<file path="src/rtl/maxpool_seq_ctrl_if.sv">
// Control/status bundle between the max-pool sequencer and its host, ROM, RAM and pool datapath.
// The sequencer takes the slave side; whoever drives start/abort takes the master side.
interface maxpool_seq_ctrl_if #(
    parameter int unsigned NUM_CH = 8
) ();
    logic              start;
    logic              abort;
    logic              busy;
    logic              done;
    logic              thre_en;
    logic [2:0]        thre_addr;
    logic [NUM_CH-1:0] thre_load;
    logic              ram_ena;
    logic [7:0]        ram_addr;
    logic [1:0]        phase;
    logic              pool_valid;
    logic [1:0]        pool_phase;
    logic              bin_valid;

    modport master (
        output start, abort,
        input  busy, done, thre_en, thre_addr, thre_load, ram_ena, ram_addr, phase,
        input  pool_valid, pool_phase, bin_valid
    );

    modport slave (
        input  start, abort,
        output busy, done, thre_en, thre_addr, thre_load, ram_ena, ram_addr, phase,
        output pool_valid, pool_phase, bin_valid
    );
endinterface

</file>
<file path="src/rtl/maxpool_seq_ctrl.sv">
// Layer sequencer for the binarised max-pool stage: loads channel thresholds once, then sweeps
// the activation RAM four window phases per word and drains the compare/binarise pipeline.
module maxpool_seq_ctrl #(
    parameter int unsigned NUM_WORDS = 226,
    parameter int unsigned NUM_CH    = 8,
    parameter int unsigned DRAIN_CYC = 2
) (
    input logic               clk,
    input logic               rst_n,
    maxpool_seq_ctrl_if.slave bus
);

    if (NUM_WORDS < 1 || NUM_WORDS > 256) begin : g_chk_words
        $error("NUM_WORDS must be in 1..256");
    end
    if (NUM_CH < 1 || NUM_CH > 8) begin : g_chk_ch
        $error("NUM_CH must be in 1..8");
    end
    if (DRAIN_CYC < 1) begin : g_chk_drain
        $error("DRAIN_CYC must be at least 1");
    end

    localparam int unsigned DrainW    = (DRAIN_CYC > 1) ? $clog2(DRAIN_CYC) : 1;
    localparam logic [DrainW-1:0] DrainLast = DrainW'(DRAIN_CYC - 1);
    localparam logic [7:0] LastAddr   = 8'(NUM_WORDS - 1);
    localparam logic [2:0] LastThre   = 3'(NUM_CH - 1);

    typedef enum logic [2:0] {
        StIdle,
        StLoadThre,
        StLoadWait,
        StRun,
        StDrain,
        StDone
    } state_e;

    state_e              state_q;
    logic                busy_q;
    logic                done_q;
    logic                thre_en_q;
    logic [2:0]          thre_addr_q;
    logic [NUM_CH-1:0]   thre_load_q;
    logic                thre_loaded_q;
    logic                ram_ena_q;
    logic [7:0]          ram_addr_q;
    logic [1:0]          phase_q;
    logic                pool_valid_q;
    logic [1:0]          pool_phase_q;
    logic                bin_valid_q;
    logic [DrainW-1:0]   drain_cnt_q;

    always_ff @(posedge clk or negedge rst_n) begin
        if (!rst_n) begin
            state_q       <= StIdle;
            busy_q        <= 1'b0;
            done_q        <= 1'b0;
            thre_en_q     <= 1'b0;
            thre_addr_q   <= '0;
            thre_load_q   <= '0;
            thre_loaded_q <= 1'b0;
            ram_ena_q     <= 1'b0;
            ram_addr_q    <= '0;
            phase_q       <= '0;
            pool_valid_q  <= 1'b0;
            pool_phase_q  <= '0;
            bin_valid_q   <= 1'b0;
            drain_cnt_q   <= '0;
        end else begin
            // Datapath alignment: ROM and RAM each have one cycle of read latency.
            pool_valid_q <= ram_ena_q;
            pool_phase_q <= phase_q;
            bin_valid_q  <= pool_valid_q;
            thre_load_q  <= thre_en_q ? (NUM_CH'(1) << thre_addr_q) : '0;
            done_q       <= 1'b0;

            if (bus.abort && state_q != StIdle) begin
                state_q     <= StIdle;
                busy_q      <= 1'b0;
                thre_en_q   <= 1'b0;
                thre_addr_q <= '0;
                thre_load_q <= '0;
                ram_ena_q   <= 1'b0;
                ram_addr_q  <= '0;
                phase_q     <= '0;
                drain_cnt_q <= '0;
                // A partial threshold load cannot be trusted.
                if (state_q == StLoadThre || state_q == StLoadWait) begin
                    thre_loaded_q <= 1'b0;
                end
            end else begin
                case (state_q)
                    StIdle: begin
                        if (bus.start && !bus.abort) begin
                            busy_q <= 1'b1;
                            if (thre_loaded_q) begin
                                state_q   <= StRun;
                                ram_ena_q <= 1'b1;
                            end else begin
                                state_q   <= StLoadThre;
                                thre_en_q <= 1'b1;
                            end
                        end
                    end
                    StLoadThre: begin
                        if (thre_addr_q == LastThre) begin
                            state_q     <= StLoadWait;
                            thre_en_q   <= 1'b0;
                            thre_addr_q <= '0;
                        end else begin
                            thre_addr_q <= thre_addr_q + 3'd1;
                        end
                    end
                    StLoadWait: begin
                        state_q       <= StRun;
                        thre_loaded_q <= 1'b1;
                        ram_ena_q     <= 1'b1;
                    end
                    StRun: begin
                        if (phase_q == 2'd3 && ram_addr_q == LastAddr) begin
                            state_q     <= StDrain;
                            ram_ena_q   <= 1'b0;
                            ram_addr_q  <= '0;
                            phase_q     <= '0;
                            drain_cnt_q <= '0;
                        end else begin
                            phase_q <= phase_q + 2'd1;
                            if (phase_q == 2'd3) begin
                                ram_addr_q <= ram_addr_q + 8'd1;
                            end
                        end
                    end
                    StDrain: begin
                        if (drain_cnt_q == DrainLast) begin
                            state_q     <= StDone;
                            busy_q      <= 1'b0;
                            done_q      <= 1'b1;
                            drain_cnt_q <= '0;
                        end else begin
                            drain_cnt_q <= drain_cnt_q + DrainW'(1);
                        end
                    end
                    StDone: begin
                        state_q <= StIdle;
                    end
                    default: begin
                        state_q <= StIdle;
                    end
                endcase
            end
        end
    end

    assign bus.busy       = busy_q;
    assign bus.done       = done_q;
    assign bus.thre_en    = thre_en_q;
    assign bus.thre_addr  = thre_addr_q;
    assign bus.thre_load  = thre_load_q;
    assign bus.ram_ena    = ram_ena_q;
    assign bus.ram_addr   = ram_addr_q;
    assign bus.phase      = phase_q;
    assign bus.pool_valid = pool_valid_q;
    assign bus.pool_phase = pool_phase_q;
    assign bus.bin_valid  = bin_valid_q;

endmodule

</file>
<file path="src/flat_wrapper.sv">
// flat-port wrapper written by rule: the top's interface ports become plain ports
module maxpool_seq_ctrl_flat 
#(
    parameter int unsigned NUM_WORDS = 226,
    parameter int unsigned NUM_CH    = 8,
    parameter int unsigned DRAIN_CYC = 2
)
  (clk, rst_n, bus_start, bus_abort, bus_busy, bus_done, bus_thre_en, bus_thre_addr, bus_thre_load, bus_ram_ena, bus_ram_addr, bus_phase, bus_pool_valid, bus_pool_phase, bus_bin_valid);
  maxpool_seq_ctrl_if #(.NUM_CH(NUM_CH)) bus_i ();
  input logic clk;
  input logic rst_n;
  input wire logic [$bits(bus_i.start)-1:0] bus_start;
  input wire logic [$bits(bus_i.abort)-1:0] bus_abort;
  output wire logic [$bits(bus_i.busy)-1:0] bus_busy;
  output wire logic [$bits(bus_i.done)-1:0] bus_done;
  output wire logic [$bits(bus_i.thre_en)-1:0] bus_thre_en;
  output wire logic [$bits(bus_i.thre_addr)-1:0] bus_thre_addr;
  output wire logic [$bits(bus_i.thre_load)-1:0] bus_thre_load;
  output wire logic [$bits(bus_i.ram_ena)-1:0] bus_ram_ena;
  output wire logic [$bits(bus_i.ram_addr)-1:0] bus_ram_addr;
  output wire logic [$bits(bus_i.phase)-1:0] bus_phase;
  output wire logic [$bits(bus_i.pool_valid)-1:0] bus_pool_valid;
  output wire logic [$bits(bus_i.pool_phase)-1:0] bus_pool_phase;
  output wire logic [$bits(bus_i.bin_valid)-1:0] bus_bin_valid;
  assign bus_i.start = bus_start;
  assign bus_i.abort = bus_abort;
  assign bus_busy = bus_i.busy;
  assign bus_done = bus_i.done;
  assign bus_thre_en = bus_i.thre_en;
  assign bus_thre_addr = bus_i.thre_addr;
  assign bus_thre_load = bus_i.thre_load;
  assign bus_ram_ena = bus_i.ram_ena;
  assign bus_ram_addr = bus_i.ram_addr;
  assign bus_phase = bus_i.phase;
  assign bus_pool_valid = bus_i.pool_valid;
  assign bus_pool_phase = bus_i.pool_phase;
  assign bus_bin_valid = bus_i.bin_valid;
  maxpool_seq_ctrl #(.NUM_WORDS(NUM_WORDS), .NUM_CH(NUM_CH), .DRAIN_CYC(DRAIN_CYC)) u_core (.clk(clk), .rst_n(rst_n), .bus(bus_i));
endmodule
</file>
<file path="config.mk">
export PLATFORM = sky130hd
export DESIGN_NAME = maxpool_seq_ctrl_flat
export DESIGN_NICKNAME = d
export VERILOG_FILES = /design/src/rtl/maxpool_seq_ctrl_if.sv /design/src/rtl/maxpool_seq_ctrl.sv /design/src/flat_wrapper.sv
export SDC_FILE = /design/constraint.sdc
export NUM_CORES = 1
export LEC_CHECK = 0
export ABC_AREA = 1
export CAP_MARGIN = 15
export CORE_UTILIZATION = 54
export CTS_CLUSTER_SIZE = 40
export DETAILED_ROUTE_END_ITERATION = 10
export DONT_BUFFER_PORTS = 1
export PLACE_DENSITY_LB_ADDON = 0.12
export SLEW_MARGIN = 20
export SYNTH_ARGS = -nofsm -noshare
export SYNTH_HDL_FRONTEND = slang
export SYNTH_SLANG_ARGS = --single-unit
</file>
<file path="constraint.sdc">
create_clock -name clk -period 3.4 [get_ports clk]
set_input_delay 1.02 -clock clk [delete_from_list [all_inputs] [get_ports clk]]
set_output_delay 1.02 -clock clk [all_outputs]
set_load 0.01 [all_outputs]
</file>
Word level (Yosys, flattened, before mapping)

Index checks and enable logic that the tools add are counted.

Input bits: 4
Output and inout port bits: 29
Logic and storage cells: 97
Register bits: 34

Add/subtract/negate cells: 4
Mux-type cells: 42
Equal/unequal tests: 14
Shift-type cells: 1
Reduce and logical (&&, ||, !) cells: 22

Operators with widths:

| kind                  | count |
|---|---|
| $mux W8               | 6 |
| $mux W3               | 8 |
| $mux W1               | 19 |
| $pmux W3 S5           | 1 |
| $reduce_bool A3 Y1    | 5 |
| $ne A3 B1 Y1 const B  | 4 |
| $reduce_and A4 Y1     | 3 |
| $add A8 B1 Y8 const B | 1 |
| $eq A8 B8 Y1 const B  | 1 |
| $mux W2               | 4 |
| $shl A1 B3 Y8 const A | 1 |
| $eq A3 B2 Y1 const B  | 2 |
| $eq A3 B3 Y1 const B  | 2 |
| $pmux W1 S2           | 3 |
| $reduce_and A2 Y1     | 3 |
| $reduce_bool A2 Y1    | 3 |
| $reduce_bool A4 Y1    | 1 |
| $add A3 B1 Y3 const B | 1 |
| $eq A3 B1 Y1 const B  | 1 |
| $logic_and A1 B1 Y1   | 3 |
| $logic_not A3 Y1      | 1 |
| $ne A3 B2 Y1 const B  | 1 |
| $ne A3 B3 Y1 const B  | 1 |
| $pmux W1 S3           | 1 |
| 7 further kinds       | 7 |

Logic depth before layout (Yosys ltp)

Gate-level depths: netlist (run 1).

Word-level depth: 5
Gate-level depth with buffers: 10

Worst setup path before layout (run 1)

OpenSTA, ideal clock, no wires.

Path kind: input port to flip-flop
From: input bus_start
To: register u_core.thre_en_q (netlist: u_core.bus.thre_en)
Required time: 3277 ps
Stages: 7
Path slack: 1703 ps
Arrival: 1574 ps
Setup time: 123 ps
Path through: inv_1 nor2_1 nor2_1 inv_1 nand2_1 o21ai_0 nand2_1

Word-level cells in the longest chain between the ends: 3

RTL lines:

| what                        | RTL line                | RTL |
|---|---|---|
| from (decl)                 | flat_wrapper.sv:12      | `input wire logic [$bits(bus_i.start)-1:0] bus_start;` |
| $logic_and A1 B1 Y1         | maxpool_seq_ctrl.sv:93  | `if (bus.start && !bus.abort) begin` |
| $ne A3 B1 Y1 (no line)      | -                       |  |
| $reduce_and A4 Y1 (no line) | -                       |  |
| to (signal assigned)        | maxpool_seq_ctrl.sv:79  | `thre_en_q <= 1'b0;` |
| to (signal assigned)        | maxpool_seq_ctrl.sv:100 | `thre_en_q <= 1'b1;` |
| to (signal assigned)        | maxpool_seq_ctrl.sv:107 | `thre_en_q <= 1'b0;` |
| to (decl)                   | maxpool_seq_ctrl.sv:40  | `logic thre_en_q;` |

No other way between the ends.
A chain may end at the register's enable or synchronous reset.

Final worst setup path (run 1)

From: register u_core.ram_addr_q[0] (netlist: u_core.bus.ram_addr[0])
To: output bus_ram_addr[0]

RTL lines:

| what                   | RTL line                | RTL |
|---|---|---|
| from (decl)            | maxpool_seq_ctrl.sv:45  | `logic [7:0] ram_addr_q;` |
| from (signal assigned) | maxpool_seq_ctrl.sv:128 | `ram_addr_q <= ram_addr_q + 8'd1;` |
| to (decl)              | flat_wrapper.sv:20      | `output wire logic [$bits(bus_i.ram_addr)-1:0] bus_ram_addr;` |

No word-level cell between the ends.

==> results of run 1 <==
==> area by class of cell <==
type | instances | area [sq um] | area share, %
multi-input cells | 138 | 732 | 39.7
clock buffers | 5 | 37.5 | 2.04
well taps | 44 | 55.1 | 2.99
inverters | 31 | 121 | 6.59
clock inverters | 3 | 45.0 | 2.45
flip-flops and latches | 34 | 851 | 46.2
==> power groups by stage <==
stage / Clock [W] / Sequential [W] / Combinational (W)
3_3_place_gp: 0 / 0.000612 / 0.000446
6_report: 0.000299 / 0.000607 / 0.000465
3_5_place_dp: 0 / 0.000616 / 0.000462
4_1_cts: 0.000304 / 0.000608 / 0.000465
5_1_grt: 0.000326 / 0.000620 / 0.000535
2_1_floorplan: 0 / 0.000583 / 0.000434
==> flip-flops by register name (all words and copies together), names as in the netlist, 2 cells and up <==
| signal | cells |
|---|---|
| u_core.bus.phase | 2 |
| u_core.bus.pool_phase | 2 |
| u_core.bus.ram_addr | 8 |
| u_core.bus.thre_addr | 3 |
| u_core.bus.thre_load | 8 |
| u_core.state_q | 3 |
==> synthesized netlist by cell type (all sizes together) <==
master,count
o21ai,15
ha,9
nand3b,1
nand3,14
nand2,57
nand4,6
nor4,6
inv,31
and2,1
o21bai,2
o2111ai,1
a21oi,8
a22oi,1
buf,4
dfrtp,34
nor2,17
==> per-stage QoR <==
stage | total power [W] | area, sq um | std cells
after floorplan | 0.00102 | 1750 | 207
after global placement | 0.00106 | 1760 | 247
after detailed placement | 0.00108 | 1760 | 247
after CTS | 0.00138 | 1840 | 255
after global routing | 0.00148 | 1840 | 255
final | 0.00137 | 1840 | 255
==> cell usage in the layout (no fill, tap or decap), types with 2 or more instances in the layout <==
cell type,n
a21oi_1,7
clkbuf_4,5
clkinvlp_4,2
dfrtp_1,34
ha_1,9
inv_1,30
nand2_1,55
nand2_4,2
nand3_1,14
nand4_1,6
nor2_1,16
nor4_1,6
o21ai_0,13
o21ai_1,2
o21bai_1,2
==> metal layers <==
metal  routed length [microns]  share of wire (%)  vias up
li1                          -                  -      672
met1                      1550                 47      620
met2                      1420                 44       48
met3                       232                7.1        7
met4                        61                1.9        0
met5                         0                  0        -
==> worst max path at each step <==
stage,from,cells past startpoint,endpoint
after global placement,bus_start,7,u_core.bus.thre_en
final,u_core.bus.ram_addr[0],0,bus_ram_addr[0]
after global routing,u_core.bus.ram_addr[0],0,bus_ram_addr[0]
after floorplan,bus_start,7,u_core.bus.thre_en
after detailed placement,bus_start,7,u_core.bus.thre_en
after CTS,u_core.bus.ram_addr[0],0,bus_ram_addr[0]
==> cells by family after synthesis <==
family / count (synthesis) / synth area share, %
compound gates: 27 / 9.01
flops: 34 / 48.6
buf+inv: 35 / 9.58
simple gates: 102 / 26.4
fa+ha+maj: 9 / 6.43
==> impl_metrics.toml, run 1 <==
[power_and_ir_drop]
power.leakage_nw = 0.965
pwr-share-comb_pct = 33.9
vdd_drop_max_mv = 0.429
power.density_mw_per_mm2 = 744
p_int_w = 0.000797
power.share.switching_pct = 41.9
clkPwrFrac_pct = 21.8
netSwitchingPower_w = 0.000574
pwr-share-seq_pct = 44.3

[route]
vias = 1347
drt_iter0_drc = 52
viasPerCell = 5.28
routed_wl_microns = 3270
drtAntennaViolNets = 0
drt-pass1-iter-count = 4
drc_errors = 0
avgRoutedWirePerCell_microns = 12.8

[clock_network]
cts_buffer_depth = 2
postCtsSetupRepairBufs = 0
cts_buffers = 5
htree_levels = 2
clkTransAtPathRegs_ns = 0.12
cts_tree = "built"
clock_sink_count = 34
root_buffer = "clkbuf_4"
clk_latency_ns = 0.34
ctsResizeCount = 0
postCtsHoldBufs = 0

[timing]
period_minus_slack_ns = 1.94
skew_ns = 0.0112
setup_violations = 0
hold_ws_ns = 0.354
drv_slew = 0
worst_slew_pin_slew_ns = 0.390
final.setup.worst_slack_ns = 1.46
final.setup.tns_ns = 0
fmax_mhz = 515
rsz0062_at_grt = "no"
finalHoldViolCount = 0
min_period_over_period_pct = 57.1
maxSlewHeadroom_pct = 74.0

[synthesis]
synth-seq-cells = 34
ys_warn_count = 0
yosysSeqAreaShare_pct = 48.6
synth_cell_type_count = 23
synth_top_area_share_pct = 48.6
syn_nets = 220
synth_area_leader_cell = "dfrtp_1"
syn_area_sq_mm = 0.00175
synth_area_per_cell_sq_um = 8.46
synth_area_leaders = "dfrtp_1, nand2_1, ha_1"
syn-instance-count = 207

[final_layout]
drive_gt1_share_pct = 6.64
area_delta_synth_final_pct = 5.22
diodes = 0
fillers = 274
final_nets = 223
fin_util_pct = 60.3

[grt]
grt_use_total_pct = 21.2
grtUsageMet3_pct = 7.25
first_global_vias = 1215
antenna_found_initial = 0
met1_usage_pct = 29.1
busiest_layer = "met2"
grt-ovfl-total = 0
grt_max_degree = 35
use_met2_pct = 30.2
grt_pass1_wl_microns = 5420

[flow_run]
drv_cap = 0

[setup_path]
path_class = "flip-flop to primary output"
cp.arrival_ns = 0.92
r2r_slack_ns = 1.79
cp_max_fo = 11
required_ns = 2.38
crit_path_end_kind = "primary output"
start_kind = "flip-flop"
r2r_start = "u_core.state_q[1]"
reg2reg_to = "u_core.bus.ram_addr[5]"
ff2ff_path_depth = 8

[placement]
dpl_worst_slack_ns = 1.58
gp_congestion = 0.858
port_buffers = 0
dp_hpwl_microns = 2420

[die]
core_area_sq_mm = 0.00305
pin_count = 33
rows = 20
die-width_microns = 58.9
dieArea_sq_mm = 0.00347
fp.dieH_microns = 58.9
initial_utilization_pct = 57.3

[min_path]
hold_class = "input port to async pin"

[status]
status = "complete, no violations"
(Power assumes the default switching activity.)
==> inputs of run 2 (changes only) <==
Clock period 3.4 ns to 1.7 ns, I/O delays scaled along.
==> impl_metrics.toml, run 2 (synthesis gave the netlist of run 1 again) <==
[setup_path]
path_class = "flip-flop to flip-flop"
start_kind = "flip-flop"
required_ns = 1.97
crit_path_end_kind = "flip-flop"
cp.arrival_ns = 1.79
cp_max_fo = 8

[power_and_ir_drop]
pwr-share-comb_pct = 34.6
power.density_mw_per_mm2 = 1520
clkPwrFrac_pct = 25.0
netSwitchingPower_w = 0.00116
power.share.switching_pct = 39.2
p_int_w = 0.00180
pwr-share-seq_pct = 40.3
vdd_drop_max_mv = 0.772
power.leakage_nw = 1.03

[placement]
gp_congestion = 0.896
dpl_worst_slack_ns = 0.184
dp_hpwl_microns = 2350
dpl_cell_area_sq_mm = 0.00180
port_buffers = 0

[die]
pin_count = 33
dieArea_sq_mm = 0.00347
initial_utilization_pct = 57.3
die-width_microns = 58.9
core_area_sq_mm = 0.00305
rows = 20
fp.dieH_microns = 58.9

[final_layout]
seqCellArea_sq_um = 851
fillers = 263
final_cell_mix = "nand2_1, dfrtp_1, inv_1"
drive_gt1_share_pct = 10.0
final_nets = 231
layout_commonest_cell = "nand2_1"
diodes = 0
final_area_sq_mm = 0.00194
multi_input_area_sq_um = 734
area_delta_synth_final_pct = 11.0

[timing]
rsz0062_at_grt = "no"
setup_violations = 0
final.setup.worst_slack_ns = 0.186
drv_slew = 0
worst_slew_pin_slew_ns = 0.304
final.setup.tns_ns = 0
skew_ns = 0.0116
maxSlewHeadroom_pct = 79.7
min_period_over_period_pct = 89.1
period_minus_slack_ns = 1.51
fmax_mhz = 660
finalHoldViolCount = 0
hold_ws_ns = 0.378

[clock_network]
clkTransAtPathRegs_ns = 0.11
root_buffer = "clkbuf_4"
cts_buffer_depth = 2
htree_levels = 2
postCtsSetupRepairBufs = 0
cts_buffers = 5
clock_sink_count = 34
cts_tree = "built"
clk_latency_ns = 0.34

[grt]
first_global_vias = 1278
grt_use_total_pct = 21.7
antenna_found_initial = 0
grt_max_degree = 35
grt-ovfl-total = 0
grt_pass1_wl_microns = 5610

[route]
drtAntennaViolNets = 0
avgRoutedWirePerCell_microns = 12.2
drc_errors = 0
viasPerCell = 5.22
drt-pass1-iter-count = 4
drt_iter0_drc = 77
routed_wl_microns = 3200
vias = 1373

[status]
status = "complete, no violations"

[min_path]
hold_class = "input port to flip-flop"

[flow_run]
drv_cap = 0
[run 2: cell types whose count changed in the layout (fill, tap and decap cells not counted), sizes merged]
cell / delta
clkinv: +1
dlygate4sd3: +1
clkinvlp: -2
buf: +7
bufinv: +1
[run 2: path summary, 6_finish.rpt]
path	start	to	slack [ns]	cells after the start
min in group asynchronous	rst_n	u_core.bus.ram_ena	0.62	2
min	bus_abort	u_core.bus.busy	0.38	3
max	u_core.state_q[1]	u_core.bus.ram_addr[0]	0.19	7
max reg2reg	u_core.state_q[1]	u_core.bus.ram_addr[0]	0.19	7
min reg2reg	u_core.bus.pool_valid	u_core.bus.bin_valid	0.45	0
max in group asynchronous	rst_n	u_core.bus.ram_addr[5]	0.90	2
[run 2: layout make-up]
class	instances	area share (%)
Clock buffer	5	1.93
Clock inverter	3	3.54
Inverter	31	6.25
Multi-Input combinational cell	138	37.8
Sequential cell	34	43.8
Tap cell	44	2.83
Timing Repair Buffer	8	3.86
[run 2: repair_timing]
action                                  4_1_cts  5_1_grt
resized for setup                             0        1
hold buffers                                  2        0
endpoints found under the setup margin        0        2
hold endpoints to repair                     34        0
[run 2: critical path: stages (launching register included)]
cell and delay [ns]:
dfrtp_1 0.48, nor2_4 0.21, nand2_4 0.10, nand2_4 0.15, buf_4 0.15, and2_4 0.16, nand2_1 0.07, o21ai_1 0.12
[run 2: through the flow]
| stage | instances | power, W | util, % |
|---|---|---|---|
| finish | 263 | 0.00295 | 63.6 |
| global route | 263 | 0.00321 | 63.6 |
| CTS | 263 | 0.00297 | 63.6 |
| detailed placement | 253 | 0.00220 | 59.1 |
| global placement | 253 | 0.00216 | 59.1 |
| floorplan | 207 | 0.00203 | - |
[run 2: routing by layer]
layer | up-vias | routed length, microns | GRT usage (%)
li1 | 689 | - | -
met1 | 631 | 1570 | 30.8
met5 | - | 0 | 0
met4 | 0 | 52 | 9.86
met2 | 47 | 1370 | 30.2
met3 | 6 | 204 | 6.59
[run 2: power groups by stage]
stage               logic (W)  clock network (W)  registers, W
finish                0.00102           0.000739       0.00119
CTS                   0.00102           0.000762       0.00119
global route          0.00119           0.000802       0.00121
floorplan            0.000867                  0       0.00117
detailed placement   0.000992                  0       0.00121
global placement     0.000963                  0       0.00120
